### config.mk
export PLATFORM = sky130hd
export DESIGN_NAME = alu_cmd_sequencer
export DESIGN_NICKNAME = d
export VERILOG_FILES = /design/src/rtl/alu_cmd_sequencer_pkg.sv /design/src/rtl/alu_cmd_sequencer.sv
export SDC_FILE = /design/constraint.sdc
export NUM_CORES = 1
export LEC_CHECK = 0
export BUFFER_PORTS_ARGS = -buffer_cell sky130_fd_sc_hd__buf_2
export CORE_MARGIN = 5
export CORE_UTILIZATION = 33
export CTS_BUF_LIST = sky130_fd_sc_hd__clkbuf_16
export DETAILED_ROUTE_END_ITERATION = 10
export PLACE_DENSITY_LB_ADDON = 0.2
export SYNTH_ARGS = -nofsm -noshare
export SYNTH_HDL_FRONTEND = slang
export SYNTH_SLANG_ARGS = --single-unit
### constraint.sdc
create_clock -name i_clock -period 2.5 [get_ports i_clock]
set_input_delay 0.375 -clock i_clock [delete_from_list [all_inputs] [get_ports i_clock]]
set_output_delay 0.375 -clock i_clock [all_outputs]
set_load 0.01 [all_outputs]
### src/rtl/alu_cmd_sequencer_pkg.sv
// Shared ALU definitions: widths, opcode constants and opcode check.
// Imported by the command sequencer and by the ALU beside it.
package alu_cmd_sequencer_pkg;

  localparam int ALU_NB_DATA     = 8;
  localparam int ALU_NB_OP       = 6;
  localparam int ALU_NB_DATA_OUT = 9;

  localparam logic [ALU_NB_OP-1:0] OP_ADD = 6'b100000;
  localparam logic [ALU_NB_OP-1:0] OP_SUB = 6'b100010;
  localparam logic [ALU_NB_OP-1:0] OP_AND = 6'b100100;
  localparam logic [ALU_NB_OP-1:0] OP_OR  = 6'b100101;
  localparam logic [ALU_NB_OP-1:0] OP_XOR = 6'b100110;
  localparam logic [ALU_NB_OP-1:0] OP_SRA = 6'b000011;
  localparam logic [ALU_NB_OP-1:0] OP_SRL = 6'b000010;
  localparam logic [ALU_NB_OP-1:0] OP_NOR = 6'b100111;

  function automatic logic op_is_valid(
    input logic [ALU_NB_OP-1:0] op
  );
    return op inside {
      OP_ADD, OP_SUB, OP_AND, OP_OR,
      OP_XOR, OP_SRA, OP_SRL, OP_NOR
    };
  endfunction

endpackage

### src/rtl/alu_cmd_sequencer.sv
// Collects A, B, opcode bytes, runs the external ALU and sends
// the 9-bit result back as a low byte then a high byte.
module alu_cmd_sequencer
  import alu_cmd_sequencer_pkg::*;
#(
  parameter int NB_DATA        = ALU_NB_DATA,
  parameter int NB_OP          = ALU_NB_OP,
  parameter int NB_DATA_OUT    = ALU_NB_DATA_OUT,
  parameter int TIMEOUT_CYCLES = 100000
) (
  input  logic                   i_clock,
  input  logic                   i_reset,
  input  logic [NB_DATA-1:0]     i_rx_data,
  input  logic                   i_rx_done,
  output logic [NB_DATA-1:0]     o_data_a,
  output logic [NB_DATA-1:0]     o_data_b,
  output logic [NB_OP-1:0]       o_code,
  input  logic [NB_DATA_OUT-1:0] i_alu_result,
  output logic [NB_DATA-1:0]     o_tx_data,
  output logic                   o_tx_start,
  input  logic                   i_tx_done,
  output logic                   o_error,
  output logic                   o_overrun
);

  localparam logic [2:0] GET_A   = 3'd0;
  localparam logic [2:0] GET_B   = 3'd1;
  localparam logic [2:0] GET_OP  = 3'd2;
  localparam logic [2:0] EXEC    = 3'd3;
  localparam logic [2:0] SEND_LO = 3'd4;
  localparam logic [2:0] WAIT_LO = 3'd5;
  localparam logic [2:0] SEND_HI = 3'd6;
  localparam logic [2:0] WAIT_HI = 3'd7;

  localparam int NB_CNT = $clog2(TIMEOUT_CYCLES + 1);
  localparam logic [NB_CNT-1:0] CNT_LAST =
    NB_CNT'(TIMEOUT_CYCLES - 1);

  logic [2:0]             state;
  logic [NB_CNT-1:0]      cnt;
  logic [NB_DATA_OUT-1:0] result;
  logic                   busy;
  logic                   timeout;
  logic                   op_ok;
  logic [NB_DATA-1:0]     tx_lo;
  logic [NB_DATA-1:0]     tx_hi;

  assign busy    = state inside {EXEC, SEND_LO, WAIT_LO,
                                 SEND_HI, WAIT_HI};
  assign timeout = (cnt == CNT_LAST);
  assign op_ok   = op_is_valid(
    ALU_NB_OP'(i_rx_data[NB_OP-1:0]));
  assign tx_lo   = i_alu_result[NB_DATA-1:0];
  assign tx_hi   = NB_DATA'(
    result[NB_DATA_OUT-1:NB_DATA]);

  // tx_start is raised on entry to SEND_x so it is high during
  // the SEND_x cycle, two cycles after the opcode strobe.
  always_ff @(posedge i_clock or negedge i_reset) begin
    if (!i_reset) begin
      state      <= GET_A;
      cnt        <= '0;
      result     <= '0;
      o_data_a   <= '0;
      o_data_b   <= '0;
      o_code     <= '0;
      o_tx_data  <= '0;
      o_tx_start <= 1'b0;
      o_error    <= 1'b0;
      o_overrun  <= 1'b0;
    end else begin
      o_tx_start <= 1'b0;
      o_error    <= 1'b0;
      if (i_rx_done && busy)
        o_overrun <= 1'b1;
      case (state)
        GET_A: begin
          cnt <= '0;
          if (i_rx_done) begin
            o_data_a <= i_rx_data;
            state    <= GET_B;
          end
        end
        GET_B: begin
          if (i_rx_done) begin
            o_data_b <= i_rx_data;
            cnt      <= '0;
            state    <= GET_OP;
          end else if (timeout) begin
            o_error <= 1'b1;
            cnt     <= '0;
            state   <= GET_A;
          end else begin
            cnt <= cnt + 1'b1;
          end
        end
        GET_OP: begin
          if (i_rx_done) begin
            o_code <= i_rx_data[NB_OP-1:0];
            cnt    <= '0;
            if (op_ok) begin
              state <= EXEC;
            end else begin
              o_error <= 1'b1;
              state   <= GET_A;
            end
          end else if (timeout) begin
            o_error <= 1'b1;
            cnt     <= '0;
            state   <= GET_A;
          end else begin
            cnt <= cnt + 1'b1;
          end
        end
        EXEC: begin
          result     <= i_alu_result;
          o_tx_data  <= tx_lo;
          o_tx_start <= 1'b1;
          state      <= SEND_LO;
        end
        SEND_LO: state <= WAIT_LO;
        WAIT_LO: begin
          if (i_tx_done) begin
            o_tx_data  <= tx_hi;
            o_tx_start <= 1'b1;
            state      <= SEND_HI;
          end
        end
        SEND_HI: state <= WAIT_HI;
        WAIT_HI: begin
          if (i_tx_done)
            state <= GET_A;
        end
        default: state <= GET_A;
      endcase
    end
  end

endmodule

==> impl_metrics.yaml, run 1 <==
synth:
  synthArstFlopShare: 1.00
  seq_area_frac_synth: 0.542
  synth-xor-area-share: 0.0422
  synth_edf_count: 0
  synthTopCellsByArea: "dfrtp_1 (54%), mux2_2 (11%), nor2_1 (3.8%)"
  synth_area_per_cell_sq_um: 11.2
  synthAdderAreaFrac: 0.00502
  syn_inst: 222
  synth_commonest_cells: "dfrtp_1 (54), mux2_2 (25), nor2_1 (25)"
  synthSimpleGateAreaFrac: 0.170
  netlist.area_leader.share: 0.542
  yosysTopAreaCell: "dfrtp_1"
  syn-cell-area_sq_mm: 0.00249
  ys_seq_elements: 54
  dominantRegCellSynth: "dfrtp_1"
  synth.distinct_cells: 42
  synthMuxAreaShare: 0.113
  synth_nets: 244
  ys_warn_count: 0
  synth_compound_area_frac: 0.0974
  synth_top_family_by_area: "simple AND/OR/NAND/NOR gates"
  yosysMostFrequentCell: "dfrtp_1"
pwr:
  pwr-share-comb: 0.344
  p_leak_uw: 0.00140
  pwr-share-seq: 0.422
  switching_share: 0.341
  clkPwrFrac: 0.233
  peakVddDrop_mv: 0.424
  p_switching_uw: 1130
  p_int_uw: 2180
  finalPower_uw: 3310
  pwr_density_cell_mw_per_mm2: 1100
run:
  max-cap-violations: 0
setup_path:
  cp.arrival_ns: 2.07
  crit_fanout: 16
  crit_end: "cnt[11]"
  end_kind: "flop"
  worstSetupStartpointType: "flop"
  crit_path_start: "state[0]"
  reg2reg_slack_ns: 0.62
  worst-setup-path-type: "reg -> reg"
  required_ns: 2.69
  r2r_cells: 5
  r2r-start: "state[0]"
  r2r-end: "cnt[11]"
die:
  dieWidth_um: 96.9
  dieArea_sq_mm: 0.00939
  io_pins: 54
  num_rows: 31
  design.core.area_sq_mm: 0.00729
  initial_utilization: 0.342
  die_h_um: 96.9
placed_design:
  dpl.hpwl_um: 3900
  dp.cells: 366
  gp_congestion: 0.772
  io_buffers: 53
timing:
  fin_worst_skew_ns: 0.00795
  setup_viol: 0
  grt_setup_unrepaired: "no"
  hold_viol_final: 0
  min_period_ns: 1.88
  setup_tns_ns: 0
  relSlewSlack: 0.621
  period_share: 0.752
  max_freq_ghz: 0.532
  slew_viol_final: 0
  worst_pin_slew_ns: 0.565
grt:
  grtUsageTotal: 0.116
  grt_pass1_vias: 1784
  grt_pass1_wl_um: 9060
  grt.overflow.total: 0
  antenna_found_initial: 0
  grt_max_degree: 36
cts:
  cts-buffers-inserted: 5
  root_buffer: "clkbuf_16"
  cts.repair.resized: 0
  clock_path_buffers: 2
  cts_tree: "done"
  clkLatencyLatePin_ns: 0.29
  hold_buffers: 0
  clkTransAtPathRegs_ns: 0.07
  cts_setup_buffers: 0
  htreeDepth: 2
  cts.sinks: 54
layout:
  fillers: 752
  stdcell_count: 374
  num-nets-final: 296
  n_antenna_cell: 0
  area_delta_synth_final_pct: 20.5
  drive_above_1_share: 0.345
  ff_latch_area_sq_mm: 0.00135
  multiInputGateArea_sq_mm: 0.00107
min_path:
  hp-class: "in -> async"
detailed_routing:
  routed-via-count: 1808
  final_antenna_net_count: 0
  drc: 0
  dr.pass1.iters: 4
  drtIter0Drc: 59
  wl_per_cell_um: 14.1
  via_per_inst: 4.83
  routed_wl_um: 5270
outcome:
  status: "completed"
critical path: stages (launching register included):
cell and delay, ns:
dfrtp_1 0.55, a21o_1 0.36, nor4_4 0.46, o2bb2ai_1 0.16
o21ai_1 0.08, a22o_1 0.17
area by class of cell:
class / instances / area share
Sequential cell: 54 / 0.450
Multi-Input combinational cell: 155 / 0.355
Timing Repair Buffer: 56 / 0.0958
Clock buffer: 5 / 0.0417
Tap cell: 99 / 0.0413
Clock inverter: 3 / 0.0138
Inverter: 2 / 0.00250
routing by layer:
| layer | part of all wire | vias up | GRT usage |
|---|---|---|---|
| met4 | 0.014 | 0 | 0.0518 |
| met5 | 0 | - | 0 |
| met2 | 0.46 | 46 | 0.175 |
| met1 | 0.48 | 869 | 0.157 |
| met3 | 0.043 | 5 | 0.0273 |
| li1 | - | 888 | - |
how the worst min path moves through the flow:
| stage | slack (ns) | from | cells after the start | to |
|---|---|---|---|---|
| global placement | 0.37 | i_reset | 2 | o_tx_data[7] |
| finish | 0.04 | i_reset | 2 | state[0] |
| CTS | 0.05 | i_reset | 2 | o_tx_data[4] |
| floorplan | 0.08 | i_reset | 0 | cnt[0] |
| detailed placement | 0.36 | i_reset | 2 | o_tx_data[1] |
| global route | 0.07 | i_reset | 2 | state[0] |
stage by stage:
stage / setup slack (ns) / hold slack, ns / area, sq um / utilization
after floorplan: 0.895 / 0.0794 / 2490 / -
after global placement: 0.655 / 0.366 / 2840 / 0.389
after detailed placement: 0.630 / 0.364 / 2840 / 0.389
after CTS: 0.626 / 0.0525 / 3000 / 0.412
after global routing: 0.487 / 0.0732 / 3000 / 0.412
final: 0.621 / 0.0426 / 3000 / 0.412
state kept, by name, indices dropped and copies added (netlist names), 3 cells and up:
| name | flops |
|---|---|
| cnt | 17 |
| o_code | 6 |
| o_data_a | 8 |
| o_data_b | 8 |
| o_tx_data | 8 |
| state | 3 |
power by group through the flow:
stage | sequential (uW) | combinational (uW) | clock, uW
after floorplan | 1460 | 727 | 0
after global placement | 1400 | 1150 | 0
after detailed placement | 1420 | 1160 | 0
after CTS | 1400 | 1160 | 798
after global routing | 1450 | 1270 | 843
final | 1400 | 1140 | 773
kinds of logic after synthesis:
logic type | count (synthesis)
AOI/OAI and AO/OA | 39
and+or+nand+nor | 78
DFF | 54
adders and majority gates | 1
buffers and inverters | 13
xor gates and xnor gates | 12
muxes | 25
cell usage in the layout (no fill, tap or decap), types with 2 or more instances in the layout:
cell type | synthesis | routed
nor2_2 | 2 | 2
buf_4 | 1 | 3
and4_1 | 2 | 2
nand2b_1 | 4 | 4
nor2_1 | 25 | 25
inv_1 | 2 | 3
nor2b_1 | 2 | 2
a22o_1 | 2 | 2
or3_1 | 4 | 4
nand3_1 | 9 | 9
nor3_1 | 3 | 3
nand2_1 | 15 | 15
mux2_2 | 25 | 25
a21oi_1 | 12 | 12
xor2_1 | 8 | 8
clkbuf_16 | 0 | 5
buf_2 | 6 | 53
a21o_1 | 2 | 2
xnor2_1 | 4 | 4
and3_1 | 3 | 3
o22ai_1 | 7 | 7
o21ai_0 | 6 | 6
dfrtp_1 | 54 | 54
nor4_4 | 2 | 2
a211o_1 | 2 | 2
Power figures use the tool's default switching activity.
==> run 2, diff against run 1 <==
--- a/config.mk
+++ b/config.mk
@@ -5,6 +5,7 @@
 export SDC_FILE = /design/constraint.sdc
 export NUM_CORES = 1
 export LEC_CHECK = 0
+export ABC_AREA = 1
 export BUFFER_PORTS_ARGS = -buffer_cell sky130_fd_sc_hd__buf_2
 export CORE_MARGIN = 5
 export CORE_UTILIZATION = 33
==> constraint.sdc (replaced) <==
create_clock -name i_clock -period 1.6 [get_ports i_clock]
set_input_delay 0.24 -clock i_clock [delete_from_list [all_inputs] [get_ports i_clock]]
set_output_delay 0.24 -clock i_clock [all_outputs]
set_load 0.01 [all_outputs]
==> run 2 against run 1 <==
Compared with the run above: power increased by 58%; non-clock buffer count increased by 14; maximum frequency increased by 28%; global-route usage increased by 1.0 points; cell area increased by 8.5%; largest cell class unchanged.
==> impl_metrics.yaml, run 2 <==
timing:
  max_freq_ghz: 0.679
  setup_viol: 0
  setup_tns_ns: 0
  hold_ws_ns: 0.183
  period_share: 0.921
  fin_worst_skew_ns: 0.00907
  hold_viol_final: 0
  relSlewSlack: 0.673
  min_period_ns: 1.47
  worst_pin_slew_ns: 0.491
  slew_viol_final: 0
  timing.final.ws_setup_ns: 0.127
grt:
  grt_max_degree: 22
  grtUsageTotal: 0.126
  grt_pass1_wl_um: 9940
  antenna_found_initial: 0
  grt.overflow.total: 0
  grt_pass1_vias: 2125
cts:
  htreeDepth: 2
  cts-buffers-inserted: 5
  root_buffer: "clkbuf_16"
  clkTransAtPathRegs_ns: 0.07
  cts.sinks: 54
  clkLatencyLatePin_ns: 0.30
  cts_tree: "done"
  clock_path_buffers: 2
setup_path:
  worstSetupStartpointType: "flop"
  crit_fanout: 6
  cp.arrival_ns: 1.65
  end_kind: "flop"
  worst-setup-path-type: "reg -> reg"
  required_ns: 1.78
die:
  num_rows: 32
  io_pins: 54
  initial_utilization: 0.338
  design.core.area_sq_mm: 0.00769
  die_h_um: 98.7
  dieWidth_um: 98.7
  dieArea_sq_mm: 0.00975
placed_design:
  place_area_sq_mm: 0.00305
  io_buffers: 53
  dpl.hpwl_um: 4440
  post-place-ws_ns: 0.0406
  gp_congestion: 0.824
synth:
  synth_commonest_cells: "nand2_1 (71), dfrtp_1 (54), inv_1 (38)"
  synthArstFlopShare: 1.00
  syn_inst: 307
  dominantRegCellSynth: "dfrtp_1"
  synthTopCellsByArea: "dfrtp_1 (52%), nand2_1 (10%), inv_1 (5.5%)"
  synth_edf_count: 0
  ys_warn_count: 0
  netlist.area_leader.share: 0.520
  synth.distinct_cells: 34
  ys_seq_elements: 54
  synth_area_per_cell_sq_um: 8.46
  yosysMostFrequentCell: "nand2_1"
  syn-cell-area_sq_mm: 0.00260
  yosysTopAreaCell: "dfrtp_1"
  synth_nets: 329
  seq_area_frac_synth: 0.520
layout:
  num-nets-final: 397
  largest_register: "cnt"
  largest_reg_flops: 17
  n_antenna_cell: 0
  fillers: 792
  stdcell_area_sq_mm: 0.00326
  final_cell_mix: "nand2_1 (69), buf_2 (53), dfrtp_1 (52), inv_1 (38), o21ai_0 (28)"
  area_delta_synth_final_pct: 25.3
  final_common_cell: "nand2_1"
  drive_above_1_share: 0.290
detailed_routing:
  routed_wl_um: 5830
  final_antenna_net_count: 0
  via_per_inst: 4.53
  drtIter0Drc: 118
  drc: 0
  wl_per_cell_um: 12.2
  routed-via-count: 2167
  dr.pass1.iters: 4
pwr:
  pwr_density_cell_mw_per_mm2: 1610
  peakVddDrop_mv: 0.697
  p_leak_uw: 0.00164
  finalPower_uw: 5240
run:
  max-cap-violations: 0
outcome:
  status: "completed"
min_path:
  hp-class: "in -> reg"
## run 2: cell types whose count changed after synthesis, moves of 7 or more
cell | before | now
mux2_2 | 25 | 1
o22ai_1 | 7 | 0
inv_1 | 2 | 38
nand3_1 | 9 | 20
nand2_1 | 15 | 71
o21ai_0 | 6 | 28
## run 2: worst paths after layout
kind	start	to	slack, ns	cells after the start
hold reg to reg	o_overrun	o_overrun	0.48	1
max in group asynchronous	i_reset	state[2]	0.65	3
hold / removal	i_alu_result[8]	result[8]	0.18	2
setup reg to reg	cnt[0]	cnt[7]	0.13	10
setup / recovery	cnt[0]	cnt[7]	0.13	10
min in group asynchronous	i_reset	o_code[3]	0.44	2
## run 2: kinds of logic after synthesis
family                     after synthesis  synth area share
and+or+nand+nor                        140             0.246
muxes                                    1           0.00433
xor gates and xnor gates                 3            0.0101
AOI/OAI and AO/OA                       55             0.120
buffers and inverters                   53            0.0948
DFF                                     54             0.520
adders and majority gates                1           0.00481
## run 2: metrics by stage
step	util	instances
final	0.424	478
after detailed placement	0.397	466
after CTS	0.418	475
after global placement	0.397	466
after floorplan	-	307
after global routing	0.424	478
## run 2: layout make-up
class	count	area [sq um]	share of cell area
timing repair buffer	70	433	0.133
clock buffer	5	125	0.0384
sequential	54	1350	0.416
tap	102	128	0.0392
multi-input combinational	200	1020	0.312
clock inverter	3	25.0	0.00768
inverter	44	176	0.0542
## run 2: report_power, final
group / switching [uW] / total [uW] / internal (uW)
sequential: 258 / 2040 / 1790
clock: 512 / 1100 / 589
combinational: 1280 / 2100 / 815
total: 2050 / 5240 / 3190
## run 2: what timing repair did
| action | in CTS | in global routing |
|---|---|---|
| setup buffers | 0 | 3 |
| resized for setup | 0 | 9 |
| hold endpoints to repair | 18 | 0 |
| setup endpoints to repair | 0 | 16 |
| hold buffers | 1 | 0 |
## run 2: per-layer routing
layer / GRT usage / share of wire / routed length, um / vias to the layer above
met3: 0.0318 / 0.055 / 319 / 5
met2: 0.197 / 0.47 / 2740 / 43
met5: 0 / 0 / 0 / -
li1: - / - / - / 1123
met1: 0.170 / 0.46 / 2700 / 996
met4: 0.0410 / 0.012 / 72 / 0
## run 2: critical path: stages, from the launching register on
cell and delay, ns:
dfrtp_1 0.38, ha_2 0.20, nand2_2 0.07, inv_1 0.08, nand2_1 0.05, nor2_1 0.11, nand2_2 0.11, nand2_2 0.11
nand2_4 0.10, nand2_1 0.10, a21boi_1 0.06
